File: src/rtl/parity_check_arbiter.sv
// parity_check_arbiter: round-robin arbiter in front of a single shared
// parity-check datapath. The winner's byte is captured, checked against its
// parity bit in the next cycle, and the result is reported as a one-cycle
// done pulse with the requester ID and an error flag.
// Optional feature macro: PARITY_CHECK_ARBITER_LOCK_EN (errored check locks
// the arbiter until unlock is pulsed).
module parity_check_arbiter #(
  parameter int NREQ  = 4,
  parameter int ID_W  = 2,
  parameter int DW    = 8,
  parameter int CNT_W = 8
) (
  input  logic                 clk,
  input  logic                 rst_n,
  input  logic [NREQ-1:0]      req,
  input  logic [NREQ*DW-1:0]   data,
  input  logic [NREQ-1:0]      exp_par,
  input  logic                 odd_mode,
  input  logic                 clr_cnt,
  input  logic                 unlock,
  output logic [NREQ-1:0]      gnt,
  output logic                 busy,
  output logic                 done,
  output logic [ID_W-1:0]      done_id,
  output logic                 err,
  output logic [CNT_W-1:0]     err_cnt,
  output logic                 locked
);

`ifdef PARITY_CHECK_ARBITER_LOCK_EN
  typedef enum logic [1:0] {IDLE, CHECK, RESP, LOCK} state_t;
`else
  typedef enum logic [1:0] {IDLE, CHECK, RESP} state_t;
`endif

  state_t          state, state_nx;
  logic [ID_W-1:0] ptr;
  logic [ID_W-1:0] cand;
  logic [ID_W-1:0] win_id;
  logic            win_found;
  logic [DW-1:0]   cap_byte;
  logic            cap_par;
  logic            cap_odd;

  // Round-robin search: first set request starting one past the last winner.
  always_comb begin
    win_found = 1'b0;
    win_id    = '0;
    cand      = '0;
    for (int unsigned i = 1; i <= NREQ; i++) begin
      cand = ID_W'((32'(ptr) + i) % NREQ);
      if (!win_found && req[cand]) begin
        win_found = 1'b1;
        win_id    = cand;
      end
    end
  end

  // Next-state logic; requests are only considered while idle.
  always_comb begin
    state_nx = state;
    case (state)
      IDLE:  if (win_found) state_nx = CHECK;
      CHECK: state_nx = RESP;
`ifdef PARITY_CHECK_ARBITER_LOCK_EN
      RESP:  state_nx = err ? LOCK : IDLE;
      LOCK:  if (unlock) state_nx = IDLE;
`else
      RESP:  state_nx = IDLE;
`endif
      default: state_nx = IDLE;
    endcase
  end

  // State register.
  always_ff @(posedge clk or negedge rst_n) begin
    if (!rst_n) state <= IDLE;
    else        state <= state_nx;
  end

  // Capture, check and response registers; err holds the check result for
  // the RESP cycle so the counter can use it on the closing edge.
  always_ff @(posedge clk or negedge rst_n) begin
    if (!rst_n) begin
      ptr      <= ID_W'(NREQ - 1);
      gnt      <= '0;
      done     <= 1'b0;
      done_id  <= '0;
      err      <= 1'b0;
      cap_byte <= '0;
      cap_par  <= 1'b0;
      cap_odd  <= 1'b0;
    end else begin
      case (state)
        IDLE: begin
          if (win_found) begin
            ptr      <= win_id;
            gnt      <= NREQ'(1) << win_id;
            cap_byte <= data[win_id*DW +: DW];
            cap_par  <= exp_par[win_id];
            cap_odd  <= odd_mode;
          end
        end
        CHECK: begin
          gnt     <= '0;
          err     <= (^cap_byte) ^ cap_par ^ cap_odd;
          done    <= 1'b1;
          done_id <= ptr;
        end
        RESP: begin
          done <= 1'b0;
          err  <= 1'b0;
        end
        default: ;
      endcase
    end
  end

  // Saturating error counter; a clear beats a coincident increment.
  always_ff @(posedge clk or negedge rst_n) begin
    if (!rst_n)
      err_cnt <= '0;
    else if (clr_cnt)
      err_cnt <= '0;
    else if (state == RESP && err && err_cnt != '1)
      err_cnt <= err_cnt + 1'b1;
  end

  assign busy = (state != IDLE);

`ifdef PARITY_CHECK_ARBITER_LOCK_EN
  assign locked = (state == LOCK);
`else
  logic unused_unlock;
  assign unused_unlock = unlock;
  assign locked        = 1'b0;
`endif

endmodule

File: config.mk
export PLATFORM = sky130hd
export DESIGN_NAME = parity_check_arbiter
export DESIGN_NICKNAME = d
export VERILOG_FILES = /design/src/rtl/parity_check_arbiter.sv
export SDC_FILE = /design/constraint.sdc
export NUM_CORES = 1
export LEC_CHECK = 0
export ABC_AREA = 1
export CORE_UTILIZATION = 43
export DETAILED_ROUTE_END_ITERATION = 7
export PLACE_DENSITY = 0.72
export SETUP_SLACK_MARGIN = 0.3
export SYNTH_ARGS = -nofsm -noshare
export SYNTH_HDL_FRONTEND = slang
export SYNTH_SLANG_ARGS = --single-unit
File: constraint.sdc
create_clock -name clk -period 2.1 [get_ports clk]
set_clock_uncertainty 0.15 [all_clocks]
set_input_delay 0.42 -clock clk [delete_from_list [all_inputs] [get_ports clk]]
set_output_delay 0.42 -clock clk [all_outputs]
set_load 0.02 [all_outputs]
==> impl_results.rst <==
.. list-table::
   :header-rows: 1

   * - Metric
     - Value
   * - Run status
     - finished, violations left
   * - Violations in the final reports
     - setup timing
   * - N_diodes
     - 0
   * - Clock root buffer master
     - clkbuf_8
   * - Count of standard-cell rows
     - 25
   * - Xor and xnor area share after synthesis
     - 3.62%
   * - Number of cells produced by synthesis
     - 302
   * - Boundary pin count
     - 63
   * - Clk buf depth
     - 2
   * - Number of levels the H-tree was split into
     - 2
   * - Post-synthesis share of cell area spent on full adders, half adders and majority gates
     - 2.88%
   * - Clock-pin slew of the registers on the worst-case setup and hold paths
     - around 0.06 ns
   * - Avg Inst Size Synth
     - 7.20 um^2
   * - Number of global-route vias before repair
     - 2124
   * - Antenna violations before repair
     - 0
   * - Share of cells above drive strength 1
     - roughly a quarter
   * - Most common cell after layout, fill and taps aside
     - nand2_1
   * - RR Startpoint
     - ptr[0]
   * - Worst voltage drop across the vdd grid
     - 1500 uV
   * - Number of cells on the worst reg-to-reg path
     - 12
   * - Peak fanout along the critical path
     - 18
   * - Sum of internal, switching and leakage power
     - 5.95 mW
   * - #FFs+latches synth
     - 30
   * - Vertical extent of the die
     - 73.1 um
   * - Max-capacitance violation count
     - 0
   * - Hold Crit Class
     - flip-flop to flip-flop
   * - Routed via count
     - roughly 2200
   * - Design internal power
     - between 2 and 3 mW
   * - RSZ-0062 raised after global routing
     - yes
   * - Routed Wire Length
     - 5230 um
   * - Most frequent cells in the layout
     - 110 x nand2_1, 43 x clkdlybuf4s50_1, 28 x dfrtp_1
   * - Detail-routed via count per cell
     - 4.92
   * - Endpoints failing hold
     - 0
   * - Synthesized-area fraction occupied by ao, oa, aoi and oai cells
     - 6.67%
   * - Number of cells on the worst hold path
     - 2
   * - TritonCTS clock tree
     - built
   * - Total die area
     - 5350 um^2
   * - Final RePlAce weighted congestion
     - between 0.8 and 0.9
   * - Global-route wire length before repair
     - 9020 um
   * - Capturing point of the worst reg2reg path
     - cap_byte[0]
   * - Count of buffer and inverter cells on the critical path
     - 2
   * - Inserted Clock Buffers
     - 5
   * - Pre-Repair DR Iteration Count
     - 4
   * - Area growth from synthesis to layout
     - 53.0%
   * - Final cell utilization of the core
     - 69.5%
   * - Setup slack of the most critical reg-to-reg path
     - -0.09 ns
   * - Starting Density
     - 45.4%
   * - Final critical path time including I/O delays and setup
     - 2.19 ns
   * - Mux share of post-synthesis cell area
     - less than 1%
   * - Post-CTS Hold Fix Bufs
     - 0
   * - Die width
     - roughly 73 um
   * - Clk pwr share
     - 10.0%
   * - Quantity of I/O buffers inserted on ports
     - 60
   * - Top Family by Delay on Critical Path
     - simple AND/OR/NAND/NOR gates
   * - Upper clock frequency limit
     - 457 MHz
   * - Combinational family with the most area after synthesis
     - simple AND/OR/NAND/NOR gates
   * - Insertion delay of the later-clocked pin in the worst-skew pair
     - 0.28 ns
   * - Share of synthesized area occupied by flip-flops and latches
     - 34.6%
   * - Post-placement setup slack
     - -0.335 ns
   * - Slowest stage cell on the critical path
     - dfstp_2
   * - Wirelength per Cell
     - 11.5 um
   * - CP max stage delay
     - roughly 0.66 ns
   * - Count of nets left with antenna violations after detail routing
     - 0
   * - Number of cells in the design after placement
     - 433
   * - Combinational Power Share
     - 74.0%
   * - Critical Path Source Type
     - flip-flop
   * - Total half-perimeter wirelength after legalization and detailed placement
     - around 3700 um
   * - Pwr Density
     - 1790 nW/um^2
   * - Switching Share
     - 49.8%
   * - Required time of the critical path
     - 2.12 ns
   * - Post-synthesis instance area
     - between 2000 and 2500 um^2
   * - Yosys warning count
     - 0
   * - Net switching power
     - 2.96 mW
   * - Worst setup margin
     - -0.0895 ns
   * - Register share of total power
     - 16.1%
   * - Setup CP Type
     - flip-flop to flip-flop
   * - Crit-path most repeated cell
     - nand2_1
   * - Leakage power
     - 1.65 nW
   * - Syn_nets
     - 352
   * - Critical Path AT
     - 2.21 ns
   * - Placeable core region
     - 4790 um^2
   * - Pin count of the biggest net entering global routing
     - 31
   * - Startpoint of the tightest hold check path
     - done_id[0]
   * - Setup Viol. Count Final
     - 11
   * - Post-route clock period utilization
     - 104%
   * - CTS sink cnt
     - 30
   * - Global-route congestion overflow total
     - 0
   * - Nets
     - 437
   * - Critical path, cell by cell
     - nand2_1 > nand2_4 > inv_1 > o21ai_2 > nand3_4 > buf_6 > nand4_1 > nand2_1 > nand2_1 > nand2_1 > nand2_1 > nand2_1
   * - Number of stages on the worst setup path
     - 12
   * - Final cell count without fillers
     - 454
   * - Combined global-route utilization of all metal layers
     - about a fifth
   * - Simple-Gate Fraction of Synth Area
     - 41.8%
   * - Drt first-iter violations
     - 80
   * - Number of different library cells in the post-synthesis netlist
     - 37
   * - Hold Path End
     - done_id[0]
   * - Pins Over Slew Limit
     - 0
   * - Worst Setup End Kind
     - flip-flop
   * - Detailed-route DRC error count
     - 0
per-layer routing:
layer	track usage, %	share of wire [%]	vias up
met2	37.9	50	76
li1	-	-	1148
met1	26.2	45	1008
met3	3.87	4.8	3
met4	6.32	0.63	0
met5	0	0	-
cells by family after synthesis:
kind of cell	count (synthesis)
DFF	30
AOI/OAI and AO/OA	25
adders and majority gates	5
xor gates and xnor gates	9
muxes	1
buffers and inverters	43
other	1
and+or+nand+nor	188
how the worst max path moves through the flow:
stage | endpoint | slack [ns] | start
2_1_floorplan | cap_byte[2] | 0.08 | ptr[0]
3_3_place_gp | cap_byte[7] | -0.32 | req[3]
3_5_place_dp | cap_byte[0] | -0.33 | req[3]
4_1_cts | cap_byte[0] | -0.04 | ptr[0]
5_1_grt | cap_byte[0] | -0.22 | ptr[0]
6_report | cap_byte[0] | -0.09 | ptr[0]
sequential cells by signal, summed over array words and instances (netlist names):
name	count
cap_byte	8
err_cnt	8
gnt	4
done_id	2
ptr	2
state	2
cap_odd	1
cap_par	1
done	1
err	1
Yosys cell counts, drive strengths merged:
library cell	count	area (um^2)
a221oi	1	8.76
conb	1	3.75
nand2	141	587
o21a	1	7.51
nand3	16	110
a21oi	3	15.0
buf	11	83.8
inv	32	128
nand4	20	140
dfrtp	28	701
nor2	7	42.5
xor2	5	43.8
nor3	1	10.0
xnor2	4	35.0
a31oi	1	6.26
nor4	1	6.26
dfstp	2	52.6
a211oi	1	7.51
mux2	1	11.3
and2	1	6.26
o22ai	5	31.3
or2	1	6.26
o21ai	13	68.8
ha	5	62.6
final cells by class:
class / count / area [um^2]
Clock buffer: 6 / 82.6
Sequential cell: 30 / 753
Timing Repair Buffer: 87 / 830
Timing Repair inverter: 1 / 7.51
Fill cell: 403 / 1460
Tap cell: 67 / 83.8
Clock inverter: 1 / 30.0
Inverter: 32 / 131
Multi-Input combinational cell: 230 / 1410
timing repair:
action                     CTS  global route
resized for setup           51            19
setup endpoints to repair   36            23
setup buffers                6             6
pin swaps                    7            12
cloned                       2             0
worst register-to-register path: stages (launching register included):
cell,delay (ns)
dfstp_2,0.66
nand2_1,0.13
nand2_4,0.11
inv_1,0.05
o21ai_2,0.23
nand3_4,0.15
buf_6,0.19
nand4_1,0.09
nand2_1,0.08
nand2_1,0.09
nand2_1,0.06
nand2_1,0.06
nand2_1,0.05
stage by stage:
stage	TNS (ns)	cell area, um^2	hold slack, ns
floorplan	0	2220	-0.0256
global placement	-4.39	2940	0.331
detailed placement	-4.79	2940	0.339
CTS	-0.228	3220	0.351
global route	-2.69	3330	0.373
finish	-0.268	3330	0.342
power by group through the flow:
stage | Sequential, mW | Clock [mW] | Combinational [mW]
final | 0.955 | 0.594 | 4.40
after global routing | 0.986 | 0.626 | 4.89
after CTS | 0.953 | 0.606 | 4.24
after detailed placement | 0.955 | 0 | 3.78
after global placement | 0.950 | 0 | 3.72
after floorplan | 0.976 | 0 | 2.94
Note: power is estimated with default switching activity, not from simulation.
